--- src/rtl/sigdecode_h_defines_pkg.sv ---
// Shared definitions for the ML-DSA hint-decode sequencer.
// Holds the parameter-set constants, the sequencer state encoding and the
// derived constants used when scanning the unused index-byte area.
package sigdecode_h_defines_pkg;

   localparam int MLDSA_K     = 8;
   localparam int MLDSA_OMEGA = 75;

   localparam int POLY_IDX_W = $clog2(MLDSA_K);

   // Count limit in the 8-bit width of the hint counts.
   localparam logic [7:0] OMEGA_B = 8'(MLDSA_OMEGA);

   // Word address of the last 4-byte read covering index byte OMEGA-1.
   localparam logic [6:0] PAD_LAST_PTR = 7'((MLDSA_OMEGA - 1) & ~3);

   typedef enum logic [2:0] {
      IDLE,
      CHECK,
      PAD,
      RUN,
      DONE,
      ERR
   } sdh_seq_state_e;

endpackage

--- src/rtl/sigdecode_h_pad_chk.sv ---
// Padding-byte checker for one 4-byte word of the hint index area.
// Ports:
//   word_addr_i  byte address of byte 0 of the word (multiple of 4)
//   cnt_last_i   final cumulative hint count; bytes below it are real indices
//   data_i       the word, byte 0 at the LSB
//   nonzero_o    1 when any byte in [cnt_last_i, OMEGA) is nonzero
module sigdecode_h_pad_chk
   import sigdecode_h_defines_pkg::*;
(
   input  logic [6:0]  word_addr_i,
   input  logic [7:0]  cnt_last_i,
   input  logic [31:0] data_i,
   output logic        nonzero_o
);

   logic [7:0] byte_addr;

   // Only bytes between the last used index and the end of the index area
   // belong to the padding; everything else in the word is ignored.
   always_comb begin
      nonzero_o = 1'b0;
      byte_addr = '0;
      for (int b = 0; b < 4; b++) begin
         byte_addr = {1'b0, word_addr_i} + 8'(b);
         if ((byte_addr >= cnt_last_i) && (byte_addr < OMEGA_B) &&
             (data_i[8*b +: 8] != 8'h00)) begin
            nonzero_o = 1'b1;
         end
      end
   end

endmodule

--- src/rtl/sigdecode_h_seq.sv ---
// Sequencer in front of the ML-DSA hint decoder on the signature-verify path.
// Validates the cumulative hint counts and the zero padding of the index area,
// then starts the decoder, serves per-polynomial hint sums and reports one
// done or error pulse.
// Ports:
//   clk, reset_n, zeroize      clock, sync active-low reset, sync clear
//   start_i, hint_cnt_i        start request and K cumulative counts (byte i)
//   pad_rd_en_o/ptr_o/data_i   word reads of the index-byte buffer (1-cycle latency)
//   sigdecode_h_enable_o       one-cycle decoder start
//   poly_count_i, hintsum_o    decoder polynomial index and its hint count
//   sigdecode_h_done_i         decoder idle flag
//   sigdecode_h_error_o        error level to the decoder
//   busy_o, done_o, error_o    status and completion pulses
module sigdecode_h_seq
   import sigdecode_h_defines_pkg::*;
(
   input  logic                 clk,
   input  logic                 reset_n,
   input  logic                 zeroize,
   input  logic                 start_i,
   input  logic [8*MLDSA_K-1:0] hint_cnt_i,
   output logic                 pad_rd_en_o,
   output logic [6:0]           pad_rd_ptr_o,
   input  logic [31:0]          pad_rd_data_i,
   output logic                 sigdecode_h_enable_o,
   input  logic [3:0]           poly_count_i,
   output logic [7:0]           hintsum_o,
   input  logic                 sigdecode_h_done_i,
   output logic                 sigdecode_h_error_o,
   output logic                 busy_o,
   output logic                 done_o,
   output logic                 error_o
);

   sdh_seq_state_e state_q, state_d;

   logic [MLDSA_K-1:0][7:0] cnt_q, cnt_d;
   logic [MLDSA_K-1:0][7:0] diff_q, diff_d;
   logic [MLDSA_K-1:0][7:0] diff_calc;
   logic                    check_fail;

   logic       seen_busy_q, seen_busy_d;
   logic       rd_en_q, rd_en_d;
   logic [6:0] ptr_q, ptr_d;
   logic       chk_vld_q, chk_vld_d;
   logic [6:0] chk_addr_q, chk_addr_d;
   logic       pad_err_q, pad_err_d;
   logic       enable_q, enable_d;
   logic       done_q, done_d;
   logic       error_q, error_d;
   logic       pad_nonzero;

   // The read data returns one cycle after the request, so the check uses
   // the address captured alongside the request.
   sigdecode_h_pad_chk u_pad_chk (
      .word_addr_i (chk_addr_q),
      .cnt_last_i  (cnt_q[MLDSA_K-1]),
      .data_i      (pad_rd_data_i),
      .nonzero_o   (pad_nonzero)
   );

   // Per-polynomial hint counts and the well-formedness test on the latched
   // cumulative counts.
   always_comb begin
      diff_calc    = '0;
      check_fail   = (cnt_q[MLDSA_K-1] > OMEGA_B);
      diff_calc[0] = cnt_q[0];
      for (int i = 1; i < MLDSA_K; i++) begin
         diff_calc[i] = cnt_q[i] - cnt_q[i-1];
         if (cnt_q[i] < cnt_q[i-1]) begin
            check_fail = 1'b1;
         end
      end
   end

   // Next-state and registered-output logic. Pulse outputs are computed on
   // the transition into their state so they appear for exactly that cycle.
   always_comb begin
      state_d     = state_q;
      cnt_d       = cnt_q;
      diff_d      = diff_q;
      seen_busy_d = seen_busy_q;
      rd_en_d     = 1'b0;
      ptr_d       = ptr_q;
      chk_vld_d   = rd_en_q;
      chk_addr_d  = ptr_q;
      pad_err_d   = pad_err_q;
      enable_d    = 1'b0;
      done_d      = 1'b0;
      error_d     = 1'b0;

      case (state_q)
         IDLE: begin
            if (start_i) begin
               cnt_d   = hint_cnt_i;
               state_d = CHECK;
            end
         end
         CHECK: begin
            diff_d = diff_calc;
            if (check_fail) begin
               state_d = ERR;
               error_d = 1'b1;
            end else if (cnt_q[MLDSA_K-1] == OMEGA_B) begin
               state_d  = RUN;
               enable_d = 1'b1;
            end else begin
               state_d   = PAD;
               rd_en_d   = 1'b1;
               ptr_d     = {cnt_q[MLDSA_K-1][6:2], 2'b00};
               pad_err_d = 1'b0;
            end
         end
         PAD: begin
            if (rd_en_q && (ptr_q != PAD_LAST_PTR)) begin
               rd_en_d = 1'b1;
               ptr_d   = ptr_q + 7'd4;
            end
            if (chk_vld_q) begin
               pad_err_d = pad_err_q | pad_nonzero;
               // The decision waits for the data of the final word.
               if (chk_addr_q == PAD_LAST_PTR) begin
                  ptr_d     = '0;
                  pad_err_d = 1'b0;
                  if (pad_err_q || pad_nonzero) begin
                     state_d = ERR;
                     error_d = 1'b1;
                  end else begin
                     state_d  = RUN;
                     enable_d = 1'b1;
                  end
               end
            end
         end
         RUN: begin
            // The decoder reports done while idle, so completion only counts
            // after it has been seen busy at least once.
            if (!sigdecode_h_done_i) begin
               seen_busy_d = 1'b1;
            end
            if (seen_busy_q && sigdecode_h_done_i) begin
               seen_busy_d = 1'b0;
               state_d     = DONE;
               done_d      = 1'b1;
            end
         end
         DONE:    state_d = IDLE;
         ERR:     state_d = IDLE;
         default: state_d = IDLE;
      endcase
   end

   // State register; zeroize clears everything exactly like reset.
   always_ff @(posedge clk) begin
      if (!reset_n || zeroize) begin
         state_q     <= IDLE;
         cnt_q       <= '0;
         diff_q      <= '0;
         seen_busy_q <= 1'b0;
         rd_en_q     <= 1'b0;
         ptr_q       <= '0;
         chk_vld_q   <= 1'b0;
         chk_addr_q  <= '0;
         pad_err_q   <= 1'b0;
         enable_q    <= 1'b0;
         done_q      <= 1'b0;
         error_q     <= 1'b0;
      end else begin
         state_q     <= state_d;
         cnt_q       <= cnt_d;
         diff_q      <= diff_d;
         seen_busy_q <= seen_busy_d;
         rd_en_q     <= rd_en_d;
         ptr_q       <= ptr_d;
         chk_vld_q   <= chk_vld_d;
         chk_addr_q  <= chk_addr_d;
         pad_err_q   <= pad_err_d;
         enable_q    <= enable_d;
         done_q      <= done_d;
         error_q     <= error_d;
      end
   end

   // Hint sum lookup; polynomial indices beyond K read as zero.
   always_comb begin
      hintsum_o = '0;
      if (poly_count_i < 4'(MLDSA_K)) begin
         hintsum_o = diff_q[poly_count_i[POLY_IDX_W-1:0]];
      end
   end

   assign pad_rd_en_o          = rd_en_q;
   assign pad_rd_ptr_o         = ptr_q;
   assign sigdecode_h_enable_o = enable_q;
   assign sigdecode_h_error_o  = error_q;
   assign error_o              = error_q;
   assign done_o               = done_q;
   assign busy_o               = (state_q != IDLE);

endmodule

--- config.mk ---
export PLATFORM = sky130hd
export DESIGN_NAME = sigdecode_h_seq
export DESIGN_NICKNAME = d
export VERILOG_FILES = /design/src/rtl/sigdecode_h_defines_pkg.sv /design/src/rtl/sigdecode_h_pad_chk.sv /design/src/rtl/sigdecode_h_seq.sv
export SDC_FILE = /design/constraint.sdc
export NUM_CORES = 1
export LEC_CHECK = 0
export CORE_UTILIZATION = 50
export CTS_CLUSTER_DIAMETER = 80
export DETAILED_ROUTE_END_ITERATION = 7
export PLACE_DENSITY = 0.76
export SLEW_MARGIN = 10
export SYNTH_ARGS = -nofsm -noshare
export SYNTH_HDL_FRONTEND = slang
export SYNTH_SLANG_ARGS = --single-unit
export TNS_END_PERCENT = 1
--- constraint.sdc ---
create_clock -name clk -period 6.7 [get_ports clk]
set_clock_uncertainty 0.15 [all_clocks]
set_input_delay 1.675 -clock clk [delete_from_list [all_inputs] [get_ports clk]]
set_output_delay 1.675 -clock clk [all_outputs]
set_load 0.01 [all_outputs]
## Yosys cells after proc, flatten, opt, wreduce, memory -nomap -nowiden

Index checks and enable logic that the tools add are counted.

| cells by class | value |
|---|---|
| $add $sub $neg | 11 |
| $lt $le $gt $ge | 18 |
| eq/ne operators | 13 |
| multiplexer cells | 51 |
| bitwise logic cells | 2 |
| reduce and logical (&&, ||, !) cells | 26 |

Operators with widths:

| operator | number |
|---|---|
| 8-bit less-than comparator | 7 |
| 8-bit subtractor | 7 |
| 7-bit two-way mux | 5 |
| 8-bit nonzero test | 4 |
| 1-bit two-way mux | 31 |
| 8-bit binary-select mux with 3-bit select | 1 |
| 8-bit greater-or-equal comparator | 3 |
| 8-bit by 7-bit less-than comparator with 1-bit output (second input constant) | 3 |
| 3-bit two-way mux | 6 |
| 7-bit by 2-bit adder with 8-bit output (second input constant) | 2 |
| 8-bit two-way mux | 2 |
| 7-bit one-hot mux with 2 select lines | 1 |
| 2-bit inequality test (second input constant) | 6 |
| 3-bit one-hot mux with 4 select lines | 1 |
| 1-bit logical AND | 10 |
| 7-bit by 1-bit adder with 8-bit output (second input constant) | 1 |
| 8-bit by 7-bit == test with 1-bit output (second input constant) | 1 |
| 7-bit by 8-bit greater-or-equal comparator with 1-bit output | 1 |
| 8-bit by 7-bit > comparator with 1-bit output (second input constant) | 1 |
| 1-bit one-hot mux with 2 select lines | 4 |
| 4-bit AND reduction | 2 |
| 7-bit by 3-bit adder with 7-bit output (second input constant) | 1 |
| 7-bit == test (second input constant) | 1 |
| 7-bit less-than comparator (second input constant) | 1 |
| other kinds (16) | 19 |

| word-level totals | value |
|---|---|
| register bits | 152 |
| input port bits | 105 |
| word-level logic and storage cells | 147 |

## Longest topological paths before layout

Gate-level depths: netlist of the first run.

| logic depth | value |
|---|---|
| word-level depth | 12 |
| gate-level depth with buffers | 11 |

## Hierarchy

Synthesis of the first run repeated with hierarchy kept, for this count alone.

| unflattened totals | value |
|---|---|
| cell total of the unflattened synthesis | 1191 |
| area, all modules | 9427.8 um^2 |

By module, submodules not included:

| module | times used | cells each | area each (um^2) |
|---|---|---|---|
| sigdecode_h_seq | 1 | 1029 | 8221.6 |
| sigdecode_h_pad_chk | 1 | 162 | 1206.2 |

## Worst setup path after synthesis of the first run

No wires, ideal clock.

| path | value |
|---|---|
| kind | input -> output |
| from | in poly_count_i[0] |
| to | out hintsum_o[5] |
| data arrival time | 3121 ps |
| data required time | 4875 ps |
| path slack | 1754 ps |
| cell stages on the path | 5 |
| path buffers | 2 |
| cell sequence | clkbuf_1 -> buf_2 -> mux4_2 -> mux2i_1 -> nor2_1 |

| between the ends | value |
|---|---|
| cells in the longest elaborated chain, start to end | 3 |
| elaborated cells on any way between the ends | 4 |
| classes of those cells | 1 x order compare; 3 x mux |

RTL lines:

| what | line | RTL |
|---|---|---|
| from (decl) | sigdecode_h_seq.sv:26 | `input logic [3:0] poly_count_i,` |
| 8-bit binary-select mux with 3-bit select | sigdecode_h_seq.sv:188 | `hintsum_o = diff_q[poly_count_i[POLY_IDX_W-1:0]];` |
| 8-bit two-way mux (not written as such) | sigdecode_h_seq.sv:188 |  |
| 8-bit two-way mux (*) | sigdecode_h_seq.sv:187 | `if (poly_count_i < 4'(MLDSA_K)) begin` |
| to (decl) | sigdecode_h_seq.sv:27 | `output logic [7:0] hintsum_o,` |

Mark *: on every way between the ends. The rest lies on a longest branch, timed or not. The select of a mux whose other input is x is not followed.

## Worst setup path in the final report of the first run

| path | value |
|---|---|
| from | in poly_count_i[1] |
| to | out hintsum_o[0] |

The elaborated chain is that of the path after synthesis.

==> results of run 1 <==
==> final cells by class <==
type	instances	share of cell area
clock buffers	23	0.0454
repair buffers	129	0.121
clock inverters	8	0.00963
inverters	76	0.0271
flip-flops and latches	148	0.282
well taps	220	0.0262
multi-input cells	812	0.489
==> logic make-up after synthesis <==
group / Yosys count / synth area share
compound gates: 246 / 0.169
xor+xnor: 24 / 0.0244
fa+ha+maj: 77 / 0.118
mux: 24 / 0.0511
simple gates: 438 / 0.231
flops: 148 / 0.344
buf+inv: 139 / 0.0623
other cells: 1 / 0.000435
==> routing by layer <==
layer / GRT usage / wire length, µm
met5: 0 / 0
met2: 0.405 / 10100
met3: 0.0495 / 1330
met4: 0.0934 / 404
met1: 0.376 / 10900
==> worst max path at each step <==
stage                                from           end  slack [ns]  cells after the start
after floorplan           poly_count_i[0]  hintsum_o[5]        1.75                      5
after global placement    poly_count_i[1]  hintsum_o[7]        1.11                      5
after detailed placement  poly_count_i[1]  hintsum_o[7]        1.07                      5
after CTS                 poly_count_i[1]  hintsum_o[7]        1.07                      5
after global routing      poly_count_i[1]  hintsum_o[6]        0.98                      5
final                     poly_count_i[1]  hintsum_o[0]        1.04                      5
==> cell usage in the layout (no fill, tap or decap), types with 4 or more instances in the layout <==
cell type        count
fa_1                 7
a211o_1              6
nand4_1              8
nand3b_1             8
clkbuf_16           17
or2_2                5
dfxtp_1            148
a21oi_1            130
and2_1               7
nand2b_1            18
ha_1                70
nor4_1              13
nor2b_1             14
xnor2_1             14
xor2_1              10
a21o_1               4
mux2i_1              8
o21a_1               8
mux4_2              16
a31oi_1              7
clkdlybuf4s50_1    123
a211oi_1            22
or3_1                6
inv_1               75
nor3_1              26
nor2_1              73
nand2_1            214
or4_1                4
nand3_1             28
buf_4                6
o21ai_0             40
==> metrics by stage <==
step           hold slack, ns  area [µm²]  instances  power (W)  utilization
3_3_place_gp            0.293        9940       1385    0.00142        0.595
6_report                0.311       10500       1416    0.00236        0.630
4_1_cts                 0.306       10500       1416    0.00236        0.630
5_1_grt                 0.324       10500       1416    0.00246        0.630
3_5_place_dp            0.300        9940       1385    0.00142        0.595
2_1_floorplan           0.279        8620       1099    0.00126            -
==> sequential cells by signal (all words and copies together) (netlist names) <==
signal,cells
pad_err_q,1
error_o,1
sigdecode_h_enable_o,1
pad_rd_ptr_o,5
done_o,1
seen_busy_q,1
diff_q,64
chk_vld_q,1
chk_addr_q,5
state_q,3
cnt_q,64
pad_rd_en_o,1
==> report_power, final <==
part,switching (W),internal [W]
Clock,0.000371,0.000574
Sequential,0.0000295,0.000911
Combinational,0.000262,0.000208
Total,0.000662,0.00169
==> synth_stat cells, drive strengths merged (9+ instances only) <==
| library cell | number |
|---|---|
| buf | 19 |
| ha | 70 |
| nor2 | 73 |
| nor4 | 16 |
| xor2 | 10 |
| nor3 | 26 |
| nor2b | 15 |
| xnor2 | 14 |
| a211oi | 22 |
| inv | 76 |
| clkbuf | 44 |
| o21ai | 42 |
| and2 | 9 |
| mux4 | 16 |
| a21oi | 131 |
| nand2b | 19 |
| dfxtp | 148 |
| nand2 | 215 |
| nand3 | 28 |
==> critical path, delay by kind of cell <==
family,cells,cell delay (ns)
buffers and inverters,2,1.57
multiplexers,2,0.42
AND/OR/NAND/NOR,1,0.16
==> flow_summary.toml, run 1 <==
[final_layout]
fillerInstances = 1516
seq_area_mm2 = 0.00296
synthToLayoutAreaGrowth_pct = 22.1
diodes = 0
multi_input_area_mm2 = 0.00514
fin_nets = 1366
drive_gt1_frac = 0.0560

[critical_path]
slowest_stage = "clkdlybuf4s50_1"
worstSetupStartpointType = "primary input"
end_kind = "output port"
crit_chain = "clkdlybuf4s50_1 -> mux4_2 -> mux2i_1 -> nor2_1 -> clkdlybuf4s50_1"
cpPeakStageDelay_ns = 1.01
crit_fanout = 16
rr_startpoint = "cnt_q[8]$_SDFFE_PP0P_"
critical_path_arrival_ns = 3.83
crit_type = "primary input to output port"
timing.rr.end = "pad_rd_ptr_o[6]$_SDFFE_PP0P_"
cp_data_required_time_ns = 4.88
r2r_cells = 10
r2r_slack_ns = 3.11
path_common_cell = "clkdlybuf4s50_1"

[timing]
rsz0062_at_grt = "no"
slew_headroom = 0.265
drv_slew = 0
tns_ns = 0
final-hold-violation-count = 0
fin_crit_ns = 5.66
setup_viol = 0
finalWorstSetupSlack_ns = 1.04
timing.fmax_mhz = 177
fin_crit_sh = 0.845
tightest_slew_ns = 1.10

[route]
drtPass1Iterations = 5
drc_errors = 0
vias = 7901
drtIter0Drc = 653
wl_per_cell_um = 16.1
routed_via_density = 5.58
routed_wl_mm = 22.8
drtAntennaViolNets = 0

[grt]
gr-usage-all-layers = 0.266
grt_pass1_wl_mm = 37.2
grt_pass1_vias = 7222
gr-total-overflow = 0
grt_max_degree = 81
antenna_found_initial = 0

[logic_synthesis]
ys_seq_area_frac = 0.344
netlist_instances = 1097
ys_dominant_reg_cell = "dfxtp_1"
synth.distinct_cells = 59
netlist.area_leader.share = 0.344
syn_area_mm2 = 0.00862
yosys_warnings = 0
synth_top_area_cell = "dfxtp_1"
ys_ff_latch = 148
synth_edf_count = 0
synth.avg_cell_area_um2 = 7.85
synth_area_leaders = "dfxtp_1 (34%), ha_1 (10%), nand2_1 (9.4%), a21oi_1 (7.6%), mux4_2 (4.2%)"
synth-async-reset-ratio = 0

[floorplanning]
initial_core_util = 0.516
std_cell_rows = 47
die_area_mm2 = 0.0178
io_pins = 126
die_h_um = 133
die_x_um = 133
coreArea_mm2 = 0.0167

[clock_network]
clkLatencyLatePin_ns = 0.43
h-tree-depth = 4
cts_tree = "yes"
numCtsBuffers = 17
cts_max_path_buffers = 2
numClockSinks = 148
cts-root-buf = "clkbuf_16"
clk_pin_slew_ns = 0.06
holdBufCountCts = 0
postCtsSetupBuffers = 0
ctsResizeCount = 0

[worst_hold_path]
whs_path_depth = 2
worstHoldStart = "diff_q[0]$_SDFFE_PP0P_"
min_delay_worst_endpoint = "diff_q[0]$_SDFFE_PP0P_"
hold_path_class = "register to register"

[place]
place.gp.congestion = 0.873
preCtsSetupSlack_ns = 1.07
dp_hpwl_mm = 16.7
io_buffer_count = 123

[run_status]
status = "complete, no violations"

[pwr]
p_leak_nw = 3.84
ir_drop_mv = 0.212
powerDensity_mw_per_mm2 = 224

[run]
cap_violations = 0
Power figures use the tool's default switching activity.
==> run 2: changes to the inputs <==
- clock period: 6.7 -> 5.9 ns (I/O delays scaled with it)
==> flow_summary.toml, run 2 (synthesis gave the netlist of run 1 again) <==
[pwr]
powerDensity_mw_per_mm2 = 257
p_seq_frac = 0.393
power.internal_w = 0.00197
swShare = 0.276
switchingPower_w = 0.000750
pwr-share-comb = 0.198
p_clk_frac = 0.409
ir_drop_mv = 0.230
p_leak_nw = 3.87

[floorplanning]
die_x_um = 133
io_pins = 126
std_cell_rows = 47
coreArea_mm2 = 0.0167
die_h_um = 133
initial_core_util = 0.516
die_area_mm2 = 0.0178

[timing]
timing.fmax_mhz = 193
drv_slew = 0
fin_crit_sh = 0.877
final-hold-violation-count = 0
tightest_slew_ns = 1.08
rsz0062_at_grt = "no"
finalWorstSetupSlack_ns = 0.727
slew_headroom = 0.275
setup_viol = 0
fin_crit_ns = 5.17
tns_ns = 0

[grt]
grt_pass1_wl_mm = 37.4
antenna_found_initial = 0
gr-total-overflow = 0
gr-usage-all-layers = 0.267
grt_max_degree = 91
grt_pass1_vias = 7381

[place]
preCtsSetupSlack_ns = 0.676
io_buffer_count = 123
dp_hpwl_mm = 16.8
place.gp.congestion = 0.881
placed_area_mm2 = 0.00995

[final_layout]
reg_top3 = "cnt_q (64), diff_q (64)"
final_common_cell = "nand2_1"
final_cell_mix = "nand2_1 (214), dfxtp_1 (148), a21oi_1 (130)"
synthToLayoutAreaGrowth_pct = 22.5
fillerInstances = 1482
drive_gt1_frac = 0.0576
fin_nets = 1367
diodes = 0
final_area_mm2 = 0.0106

[critical_path]
end_kind = "output port"
crit_type = "primary input to output port"
cp_data_required_time_ns = 4.28
crit_fanout = 16
critical_path_arrival_ns = 3.55
worstSetupStartpointType = "primary input"

[clock_network]
clkLatencyLatePin_ns = 0.42
cts-root-buf = "clkbuf_16"
h-tree-depth = 4
numCtsBuffers = 17
numClockSinks = 148
clk_pin_slew_ns = 0.06
holdBufCountCts = 0
ctsResizeCount = 0
cts_tree = "yes"
cts_max_path_buffers = 2
postCtsSetupBuffers = 0

[route]
wl_per_cell_um = 16.2
routed_via_density = 5.54
drtIter0Drc = 832
drtAntennaViolNets = 0
drtPass1Iterations = 5
vias = 7851
drc_errors = 0
routed_wl_mm = 22.9

[run_status]
status = "complete, no violations"

[worst_hold_path]
hold_path_class = "register to register"

[run]
cap_violations = 0
run 2: layout make-up:
| class | count | area [µm²] | share of cell area |
|---|---|---|---|
| well taps | 220 | 275 | 0.0261 |
| multi-input cells | 812 | 5140 | 0.487 |
| inverters | 76 | 285 | 0.0270 |
| clock buffers | 22 | 474 | 0.0449 |
| flip-flops and latches | 148 | 2960 | 0.281 |
| clock inverters | 9 | 128 | 0.0121 |
| repair buffers | 130 | 1280 | 0.122 |
run 2: through the flow:
stage	instances	util	hold slack [ns]	total power, W
floorplan	1099	-	0.279	0.00144
CTS	1417	0.632	0.309	0.00272
global route	1417	0.632	0.322	0.00284
finish	1417	0.632	0.310	0.00272
global placement	1386	0.596	0.295	0.00161
detailed placement	1386	0.596	0.295	0.00162
run 2: worst paths after layout:
path	from	endpoint	slack [ns]	cells past startpoint
setup / recovery	poly_count_i[0]	hintsum_o[0]	0.73	6
hold / removal	diff_q[27]$_SDFFE_PP0P_	diff_q[27]$_SDFFE_PP0P_	0.31	2
setup reg to reg	cnt_q[8]$_SDFFE_PP0P_	pad_rd_ptr_o[3]$_SDFFE_PP0P_	2.33	10
hold reg to reg	diff_q[27]$_SDFFE_PP0P_	diff_q[27]$_SDFFE_PP0P_	0.31	2
run 2: worst max-delay path, stage by stage:
cell	delay, ns
clkdlybuf4s50_1	0.47
buf_4	0.31
mux4_2	0.56
mux2i_1	0.15
nor2_1	0.08
clkdlybuf4s50_1	0.50
run 2: power by group through the flow:
stage / logic (W) / clock network, W / registers [W]
2_1_floorplan: 0.000362 / 0 / 0.00107
3_3_place_gp: 0.000521 / 0 / 0.00109
3_5_place_dp: 0.000529 / 0 / 0.00109
4_1_cts: 0.000533 / 0.00112 / 0.00107
5_1_grt: 0.000597 / 0.00117 / 0.00107
6_report: 0.000537 / 0.00111 / 0.00107
run 2: per-layer routing:
metal / track usage / vias up / share of wire
met4: 0.0890 / 0 / 0.021
met3: 0.0537 / 32 / 0.068
met2: 0.408 / 271 / 0.44
met5: 0 / - / 0
met1: 0.374 / 3609 / 0.47
li1: - / 3939 / -
